`src/rtl/video_cfg_pkg.sv`:
```
// Shared definitions for the video configuration sequencer.
// Register map, reset colours and controller state encoding.
package video_cfg_pkg;

  localparam logic [2:0] ADDR_PAT  = 3'd0;
  localparam logic [2:0] ADDR_FG   = 3'd1;
  localparam logic [2:0] ADDR_BG   = 3'd2;
  localparam logic [2:0] ADDR_X0   = 3'd3;
  localparam logic [2:0] ADDR_Y0   = 3'd4;
  localparam logic [2:0] ADDR_X1   = 3'd5;
  localparam logic [2:0] ADDR_Y1   = 3'd6;
  localparam logic [2:0] ADDR_AUTO = 3'd7;

  localparam logic [23:0] DEF_FG   = 24'hFFFFFF;
  localparam logic [23:0] DEF_BG   = 24'h0000FF;
  localparam logic [1:0]  DEF_PAT  = 2'd0;
  localparam logic [7:0]  DEF_AUTO = 8'd0;

  typedef enum logic [1:0] {
    ST_IDLE   = 2'd0,
    ST_PEND   = 2'd1,
    ST_COMMIT = 2'd2
  } state_t;

  // Pattern select wraps 3 -> 0 naturally in two bits.
  function automatic logic [1:0] pat_next(
    input logic [1:0] p
  );
    return p + 2'd1;
  endfunction

endpackage

```
`src/rtl/video_cfg_regfile.sv`:
```
// Shadow/active register pairs for the video configuration.
// Writes land in shadow; a commit copies every shadow to active at once.
module video_cfg_regfile
  import video_cfg_pkg::*;
#(
  parameter int WB         = 9,
  parameter int SW         = 720,
  parameter int SH         = 480,
  parameter int BOX_MARGIN = 100
) (
  input  logic          clk,
  input  logic          rst,
  input  logic          i_we,
  input  logic [2:0]    i_waddr,
  input  logic [23:0]   i_wdata,
  input  logic          i_commit,
  input  logic          i_adv,
  output logic [1:0]    o_pat,
  output logic [23:0]   o_fg,
  output logic [23:0]   o_bg,
  output logic [WB:0]   o_x0,
  output logic [WB:0]   o_y0,
  output logic [WB:0]   o_x1,
  output logic [WB:0]   o_y1,
  output logic [7:0]    o_auto
);

  localparam int X1_I = SW - BOX_MARGIN;
  localparam int Y1_I = SH - BOX_MARGIN;
  localparam logic [WB:0] DEF_X0 = BOX_MARGIN[WB:0];
  localparam logic [WB:0] DEF_Y0 = BOX_MARGIN[WB:0];
  localparam logic [WB:0] DEF_X1 = X1_I[WB:0];
  localparam logic [WB:0] DEF_Y1 = Y1_I[WB:0];

  logic [1:0]  r_s_pat,  r_a_pat;
  logic [23:0] r_s_fg,   r_a_fg;
  logic [23:0] r_s_bg,   r_a_bg;
  logic [WB:0] r_s_x0,   r_a_x0;
  logic [WB:0] r_s_y0,   r_a_y0;
  logic [WB:0] r_s_x1,   r_a_x1;
  logic [WB:0] r_s_y1,   r_a_y1;
  logic [7:0]  r_s_auto, r_a_auto;

  logic [1:0]  w_pat_adv;

  assign w_pat_adv = pat_next(r_a_pat);

  // Shadow bank: host writes, plus auto-advance keeps PAT_SEL in step.
  always_ff @(posedge clk) begin
    if (rst) begin
      r_s_pat  <= DEF_PAT;
      r_s_fg   <= DEF_FG;
      r_s_bg   <= DEF_BG;
      r_s_x0   <= DEF_X0;
      r_s_y0   <= DEF_Y0;
      r_s_x1   <= DEF_X1;
      r_s_y1   <= DEF_Y1;
      r_s_auto <= DEF_AUTO;
    end else begin
      if (i_adv) begin
        r_s_pat <= w_pat_adv;
      end
      if (i_we) begin
        unique case (i_waddr)
          ADDR_PAT:  r_s_pat  <= i_wdata[1:0];
          ADDR_FG:   r_s_fg   <= i_wdata;
          ADDR_BG:   r_s_bg   <= i_wdata;
          ADDR_X0:   r_s_x0   <= i_wdata[WB:0];
          ADDR_Y0:   r_s_y0   <= i_wdata[WB:0];
          ADDR_X1:   r_s_x1   <= i_wdata[WB:0];
          ADDR_Y1:   r_s_y1   <= i_wdata[WB:0];
          ADDR_AUTO: r_s_auto <= i_wdata[7:0];
          default:   r_s_pat  <= r_s_pat;
        endcase
      end
    end
  end

  // Active bank: whole-set copy on commit, else pattern auto-advance.
  always_ff @(posedge clk) begin
    if (rst) begin
      r_a_pat  <= DEF_PAT;
      r_a_fg   <= DEF_FG;
      r_a_bg   <= DEF_BG;
      r_a_x0   <= DEF_X0;
      r_a_y0   <= DEF_Y0;
      r_a_x1   <= DEF_X1;
      r_a_y1   <= DEF_Y1;
      r_a_auto <= DEF_AUTO;
    end else if (i_commit) begin
      r_a_pat  <= r_s_pat;
      r_a_fg   <= r_s_fg;
      r_a_bg   <= r_s_bg;
      r_a_x0   <= r_s_x0;
      r_a_y0   <= r_s_y0;
      r_a_x1   <= r_s_x1;
      r_a_y1   <= r_s_y1;
      r_a_auto <= r_s_auto;
    end else if (i_adv) begin
      r_a_pat  <= w_pat_adv;
    end
  end

  assign o_pat  = r_a_pat;
  assign o_fg   = r_a_fg;
  assign o_bg   = r_a_bg;
  assign o_x0   = r_a_x0;
  assign o_y0   = r_a_y0;
  assign o_x1   = r_a_x1;
  assign o_y1   = r_a_y1;
  assign o_auto = r_a_auto;

endmodule

```
`src/rtl/video_cfg_sequencer.sv`:
```
// Video configuration sequencer: command port, vblank commit FSM,
// frame boundary detect and pattern auto-cycle counter.
module video_cfg_sequencer
  import video_cfg_pkg::*;
#(
  parameter int WB         = 9,
  parameter int SW         = 720,
  parameter int SH         = 480,
  parameter int BOX_MARGIN = 100
) (
  input  logic          clk,
  input  logic          rst,
  input  logic [WB:0]   sx,
  input  logic [WB:0]   sy,
  input  logic          cmd_valid,
  output logic          cmd_ready,
  input  logic [2:0]    cmd_addr,
  input  logic [23:0]   cmd_data,
  output logic [1:0]    pat_sel,
  output logic [23:0]   fg_rgb,
  output logic [23:0]   bg_rgb,
  output logic [WB:0]   box_x0,
  output logic [WB:0]   box_y0,
  output logic [WB:0]   box_x1,
  output logic [WB:0]   box_y1,
  output logic          frame_start,
  output logic [7:0]    frame_cnt
);

  localparam logic [WB:0] SH_L = SH[WB:0];

  state_t      r_state;
  state_t      w_next;
  logic        r_ready;
  logic [7:0]  r_cnt;
  logic        w_fs;
  logic        w_acc;
  logic        w_commit;
  logic        w_eval;
  logic        w_adv;
  logic [7:0]  w_cnt_inc;
  logic [7:0]  w_auto;

  assign w_fs      = (sx == '0) && (sy == SH_L);
  assign w_acc     = cmd_valid && r_ready;
  assign w_commit  = (r_state == ST_COMMIT);
  assign w_cnt_inc = r_cnt + 8'd1;

  // Auto-cycle runs on a boundary only when no commit is taking it over.
  assign w_eval = w_fs && !w_commit && (w_next != ST_COMMIT);
  assign w_adv  = w_eval && (w_auto != 8'd0) && (w_cnt_inc == w_auto);

  // Controller state register.
  always_ff @(posedge clk) begin
    if (rst) begin
      r_state <= ST_IDLE;
    end else begin
      r_state <= w_next;
    end
  end

  // Next state: a dirty shadow (or a write on the boundary) commits.
  always_comb begin
    w_next = r_state;
    unique case (r_state)
      ST_IDLE: begin
        if (w_acc && w_fs) begin
          w_next = ST_COMMIT;
        end else if (w_acc) begin
          w_next = ST_PEND;
        end
      end
      ST_PEND: begin
        if (w_fs) begin
          w_next = ST_COMMIT;
        end
      end
      ST_COMMIT: w_next = ST_IDLE;
      default:   w_next = ST_IDLE;
    endcase
  end

  // Ready is registered; it drops only for the commit cycle.
  always_ff @(posedge clk) begin
    if (rst) begin
      r_ready <= 1'b1;
    end else begin
      r_ready <= (w_next != ST_COMMIT);
    end
  end

  // Frame counter for auto-cycle; any commit restarts it from zero.
  always_ff @(posedge clk) begin
    if (rst) begin
      r_cnt <= 8'd0;
    end else if (w_fs && !w_commit) begin
      if (!w_eval || w_auto == 8'd0 || w_adv) begin
        r_cnt <= 8'd0;
      end else begin
        r_cnt <= w_cnt_inc;
      end
    end
  end

  video_cfg_regfile #(
    .WB         (WB),
    .SW         (SW),
    .SH         (SH),
    .BOX_MARGIN (BOX_MARGIN)
  ) u_regfile (
    .clk      (clk),
    .rst      (rst),
    .i_we     (w_acc),
    .i_waddr  (cmd_addr),
    .i_wdata  (cmd_data),
    .i_commit (w_commit),
    .i_adv    (w_adv),
    .o_pat    (pat_sel),
    .o_fg     (fg_rgb),
    .o_bg     (bg_rgb),
    .o_x0     (box_x0),
    .o_y0     (box_y0),
    .o_x1     (box_x1),
    .o_y1     (box_y1),
    .o_auto   (w_auto)
  );

  assign cmd_ready   = r_ready;
  assign frame_start = w_fs;
  assign frame_cnt   = r_cnt;

endmodule

```
`config.mk`:
```
export PLATFORM = sky130hd
export DESIGN_NAME = video_cfg_sequencer
export DESIGN_NICKNAME = d
export VERILOG_FILES = /design/src/rtl/video_cfg_pkg.sv /design/src/rtl/video_cfg_regfile.sv /design/src/rtl/video_cfg_sequencer.sv
export SDC_FILE = /design/constraint.sdc
export NUM_CORES = 1
export LEC_CHECK = 0
export CORE_MARGIN = 2
export CORE_UTILIZATION = 53
export DETAILED_ROUTE_END_ITERATION = 10
export GPL_TIMING_DRIVEN = 0
export PLACE_DENSITY = 0.86
export SYNTH_ARGS = -nofsm -noshare
export SYNTH_HDL_FRONTEND = slang
export SYNTH_SLANG_ARGS = --single-unit
```
`constraint.sdc`:
```
create_clock -name clk -period 6.8 [get_ports clk]
set_input_delay 1.7 -clock clk [delete_from_list [all_inputs] [get_ports clk]]
set_output_delay 1.7 -clock clk [all_outputs]
set_load 0.02 [all_outputs]
```
==> metrics.yaml, run 1 <==
swShare_pct: 21.35
drc_errors: 0
clk_path_buf_depth: 3
crit_end: "frame_start"
ys_top_cells_by_area: "dfxtp_1, nand2_1, nand3b_1, a211o_1, a21oi_1"
p_per_area_nw_per_um2: 236.0
rows: 44
cts_tree: "built"
synth_edf_count: 0
most-common-layout-cells: "nand2_1, dfxtp_1, clkdlybuf4s50_1"
power_frac_clock_pct: 43.5
area_growth_pct: 29.55
syn_nets: 954
final_nets: 1124
worstSetupStartpoint: "sy[6]"
core_area_um2: 14480
ys_seq_area_share_pct: 52.85
drtPass1Iterations: 5
die_area_um2: 15780
min_period_over_period_pct: 76.46
postCtsSetupRepairBufs: 0
grt_pass1_wl_um: 33180
dp_hpwl_um: 14350
dp_cells: 1234
yosys.area.top_type: "dfxtp_1"
relSlewSlack_pct: 44.44
leakage_nw: 3.724
worstPathMaxFanout: 3
crit_type: "in -> out"
die_h_um: 125.6
drive_gt1_share_pct: 3.318
hold_buffers: 0
synthFlopType: "dfxtp_1"
numCtsBuffers: 21
yosys_warnings: 0
layoutNonFillerInstCount: 1269
cts.sinks: 207
outcome: "finished, final reports clean"
p_comb_share_pct: 4.8
grt-ovfl-total: 0
worst_clock_skew_ns: 0.01279
synth-seq-cells: 207
drv_cap: 0
p_seq_share_pct: 51.7
io_buffers: 147
crit_required_ns: 5.10
root_buffer: "clkbuf_16"
cts_max_level: 1
p_sw_mw: 0.5118
ioPinCount: 150
worst_slew_pin_slew_ns: 0.8303
crit_path_end_kind: "output port"
mostFrequentLayoutCell: "nand2_1"
path_clk_slew_ns: 0.06
grt_use_total_pct: 25.45
ys_types: 42
reg2reg_depth: 7
r2r-start: "frame_cnt[0]"
slew_violations: 0
cts-resized-gates: 0
place.gp.congestion: 0.8497
fmax_ghz: 0.1923
final_antenna_net_count: 0
netlist_area_um2: 7841
r2r_end: "u_regfile.o_pat[1]"
drt_wl_total_um: 20590
grt_max_degree: 15
via_per_inst: 5.417
hp-class: "reg -> reg"
whs_path_depth: 2
finalSetupViolCount: 0
reg2reg_slack_ns: 4.06
initial_core_util_pct: 54.16
finalCriticalPeriod_ns: 5.200
syn_inst: 903
cp-start-kind: "input pin"
placed_area_um2: 9543
wl_per_cell_um: 16.22
hold_viol: 0
grt_pass1_vias: 6564
peakVddDrop_v: 0.0001611
stdcell_area_um2: 10160
async_flop_share_pct: 0
cellInternalPower_mw: 1.885
vias: 6874
synth_area_per_cell_um2: 8.684
rsz0062_at_grt: "false"
num_antenna_cells: 0
synth_top_area_share_pct: 52.85
setup_tns_ns: 0
clk_latency_ns: 0.48
drt_iter0_drc: 608
die_w_um: 125.6
antenna_found_initial: 0
cp_data_arrival_time_ns: 3.50
==> logic make-up after synthesis <==
group                    synth area share (%)
flip-flops                              52.85
adder cells (fa/ha/maj)                0.1595
multiplexers                            3.957
buffers and inverters                   3.511
AND/OR/NAND/NOR                         27.29
XOR/XNOR                               0.8936
AO/OA/AOI/OAI                           11.35
==> routing by layer <==
| metal | track usage, % | vias to the layer above | wire, um |
|---|---|---|---|
| li1 | - | 3356 | - |
| met4 | 8.366 | 0 | 585 |
| met2 | 40.41 | 243 | 9213 |
| met3 | 4.715 | 42 | 1640 |
| met5 | 0 | - | 0 |
| met1 | 35.31 | 3233 | 9148 |
==> final cells by class <==
type                    count  area (um^2)
plain buffers              67        256.5
clock buffers              31        593.1
clock inverters             4        22.52
fillers                  1093         4320
inverters                   5        18.77
multi-input cells         624         3422
flip-flops and latches    207         4144
well taps                 184        230.2
repair buffers            147         1471
==> worst max-delay path, cell delays in order <==
cell and delay, ns:
clkdlybuf4s50_1 0.45, nand4b_1 0.09, nor4_1 0.39, and2_1 0.23, clkdlybuf4s50_1 0.63
==> sequential cells by signal, indices dropped and copies added (netlist names) <==
register,cells
u_regfile.o_bg,24
frame_cnt,8
u_regfile.r_s_x1,10
r_state,2
u_regfile.r_s_fg,24
u_regfile.r_s_bg,24
u_regfile.o_x1,10
u_regfile.o_y0,10
u_regfile.r_s_auto,8
u_regfile.o_fg,24
u_regfile.o_x0,10
u_regfile.r_s_x0,10
cmd_ready,1
u_regfile.o_pat,2
u_regfile.r_s_y1,10
u_regfile.r_s_pat,2
u_regfile.o_y1,10
u_regfile.r_s_y0,10
u_regfile.o_auto,8
==> power by group through the flow <==
stage / combinational (mW) / sequential, mW / clock (mW)
6_report: 0.115 / 1.24 / 1.04
3_5_place_dp: 0.112 / 1.27 / 0
4_1_cts: 0.114 / 1.24 / 1.05
5_1_grt: 0.125 / 1.24 / 1.10
2_1_floorplan: 0.0583 / 1.26 / 0
3_3_place_gp: 0.111 / 1.27 / 0
==> cells in the mapped netlist (5+ instances only) <==
cell type  instances
nor4_1             7
nand3_1            9
dfxtp_1          207
nor3_1             6
o21ai_0            6
nor2_1            43
clkbuf_1          50
nand2_1          256
a21oi_1           68
a31oi_1            6
mux2i_1           31
inv_1              5
a211o_1           42
nand3b_1          58
nor2b_1           47
buf_1             13
xnor2_1            5
==> how the worst min path moves through the flow <==
stage	from	to	slack, ns
floorplan	u_regfile.r_s_fg[22]	u_regfile.o_fg[22]	0.43
global placement	u_regfile.r_s_x0[9]	u_regfile.o_x0[9]	0.44
detailed placement	u_regfile.r_s_bg[10]	u_regfile.o_bg[10]	0.44
global route	u_regfile.o_x1[8]	u_regfile.o_x1[8]	0.47
finish	u_regfile.r_s_bg[10]	u_regfile.o_bg[10]	0.45
CTS	u_regfile.r_s_bg[10]	u_regfile.o_bg[10]	0.45
==> per-stage QoR <==
stage | power, mW | util, % | hold WS, ns | worst slack (ns)
final | 2.397 | 70.16 | 0.4499 | 1.600
after global routing | 2.465 | 70.16 | 0.4670 | 1.437
after CTS | 2.399 | 70.16 | 0.4496 | 1.603
after detailed placement | 1.379 | 65.91 | 0.4439 | 1.603
after global placement | 1.376 | 65.91 | 0.4371 | 1.590
after floorplan | 1.321 | - | 0.4294 | 2.637
(Power assumes the default switching activity.)
==> inputs of run 2 (changes only) <==
- CORE_UTILIZATION: 53 -> 47
- PLACE_DENSITY: 0.86 -> 0.81
- clock period: 6.8 -> 4.2 ns (I/O delays scaled with it)
==> run 2 against run 1 <==
  * First-iteration DRC count down 16%
  * Worst setup slack lost 1.3 ns
  * Combinational power is 62% higher
  * Highest routed layer unchanged
  * Sequential share of layout area shrank 0.41 points
  * Clock power is 79% higher
  * Critical path depth unchanged
  * Critical path type unchanged
  * Global-route usage decreased by 2.1 points
  * Clock skew grew 0.0050 ns
==> metrics.yaml, run 2 (synthesis results as in run 1) <==
outcome: "finished, final reports clean"
hold_buffers: 0
hold_path_end: "u_regfile.o_auto[3]"
drc_errors: 0
dp_hpwl_um: 14880
path_common_cell: "clkdlybuf4s50_1"
drt_iter0_drc: 512
cts_tree: "built"
p_per_area_nw_per_um2: 395.4
place.gp.congestion: 0.8550
grt-ovfl-total: 0
multi_input_area_um2: 3422
rows: 47
die_h_um: 133.2
path_clk_slew_ns: 0.06
setup_slack_ns: 0.2518
cp-start-kind: "input pin"
grt_use_total_pct: 23.34
root_buffer: "clkbuf_16"
whs_path_depth: 2
hp-class: "reg -> reg"
cp_data_arrival_time_ns: 2.90
core_area_um2: 16470
area_growth_pct: 30.88
num_antenna_cells: 0
post-place-ws_ns: 0.2544
numCtsBuffers: 21
via_per_inst: 5.251
cts_max_level: 1
final_nets: 1124
clk_path_buf_depth: 3
die_w_um: 133.2
cp_slowest_stage_delay_ns: 0.63
drt_wl_total_um: 20960
cp_cell_sequence: "clkdlybuf4s50_1 -> nand4b_1 -> nor4_1 -> and2_1 -> clkdlybuf4s50_1"
hold_slack_ns: 0.4450
grt_pass1_wl_um: 33680
initial_core_util_pct: 47.62
utilization_pct: 62.33
finalCriticalPeriod_ns: 3.948
mostFrequentLayoutCell: "nand2_1"
ioPinCount: 150
reg2reg_depth: 7
r2r_end: "u_regfile.o_pat[1]"
worst_clock_skew_ns: 0.01780
peakVddDrop_v: 0.0002864
cp_slowest_cell: "clkdlybuf4s50_1"
reg2reg_slack_ns: 1.51
worst_slew_pin_slew_ns: 0.8544
rsz0062_at_grt: "false"
crit_type: "in -> out"
register_area_um2: 4144
n_fill_cell: 1394
cts-resized-gates: 0
drtPass1Iterations: 5
grt_pass1_vias: 6600
hold_path.startpoint: "u_regfile.r_s_auto[3]"
crit_path_end_kind: "output port"
hold_viol: 0
io_buffers: 147
antenna_found_initial: 0
vias: 6853
fmax_ghz: 0.2533
most-common-layout-cells: "nand2_1, dfxtp_1, clkdlybuf4s50_1"
setup_tns_ns: 0
worstPathMaxFanout: 3
postCtsSetupRepairBufs: 0
crit_required_ns: 3.15
die_area_um2: 17730
wl_per_cell_um: 16.06
slew_violations: 0
final_antenna_net_count: 0
drv_cap: 0
relSlewSlack_pct: 42.83
finalSetupViolCount: 0
grt_max_degree: 14
min_period_over_period_pct: 94.01
leakage_nw: 3.753
r2r-start: "frame_cnt[0]"
drive_gt1_share_pct: 3.318
clk_latency_ns: 0.50
cts.sinks: 207
==> run 2: cell types whose count changed in the layout (fill, tap and decap cells not counted), sizes merged <==
cell      previous run  this run
clkbuf              81        79
clkinvlp             1         0
bufinv               0         3
clkinv               3         2
inv                  5         6
==> run 2: cell type report <==
cell class,count,share of cell area [%]
Buffer,67,2.499
Inverter,5,0.1829
Tap cell,220,2.682
Clock inverter,6,1.061
Sequential cell,207,40.38
Multi-Input combinational cell,624,33.35
Timing Repair Buffer,147,14.34
Clock buffer,29,5.511
==> run 2: worst max-delay path, delay by kind of cell <==
| family | cells | cell delay [ns] |
|---|---|---|
| and+or+nand+nor | 3 | 0.75 |
| buffers and inverters | 2 | 1.10 |
==> run 2: worst max-delay path by stage <==
stage | startpoint | to | slack, ns | cells after the start
6_report | sy[6] | frame_start | 0.25 | 5
5_1_grt | sy[6] | frame_start | 0.15 | 5
3_3_place_gp | sy[9] | frame_start | 0.29 | 5
3_5_place_dp | sy[6] | frame_start | 0.25 | 5
4_1_cts | sy[6] | frame_start | 0.25 | 5
2_1_floorplan | sy[9] | frame_start | 1.34 | 3
==> run 2: stage by stage <==
step	cell area, um^2	instances	power [mW]
final	10260	1305	4.058
after global routing	10260	1305	4.173
after CTS	10260	1305	4.074
after detailed placement	9588	1270	2.233
after global placement	9588	1270	2.229
after floorplan	7841	903	2.139
==> run 2: metal layers <==
metal / GRT usage, % / vias up / wire length [um]
li1: - / 3368 / -
met1: 31.54 / 3195 / 9464
met2: 37.74 / 232 / 9341
met3: 3.311 / 58 / 1267
met4: 9.811 / 0 / 887
met5: 0 / - / 0
==> run 2: power breakdown <==
part	total (mW)	switching (mW)	internal [mW]
clock	1.86	0.741	1.12
sequential	2.01	0.0155	1.99
combinational	0.186	0.0983	0.0879
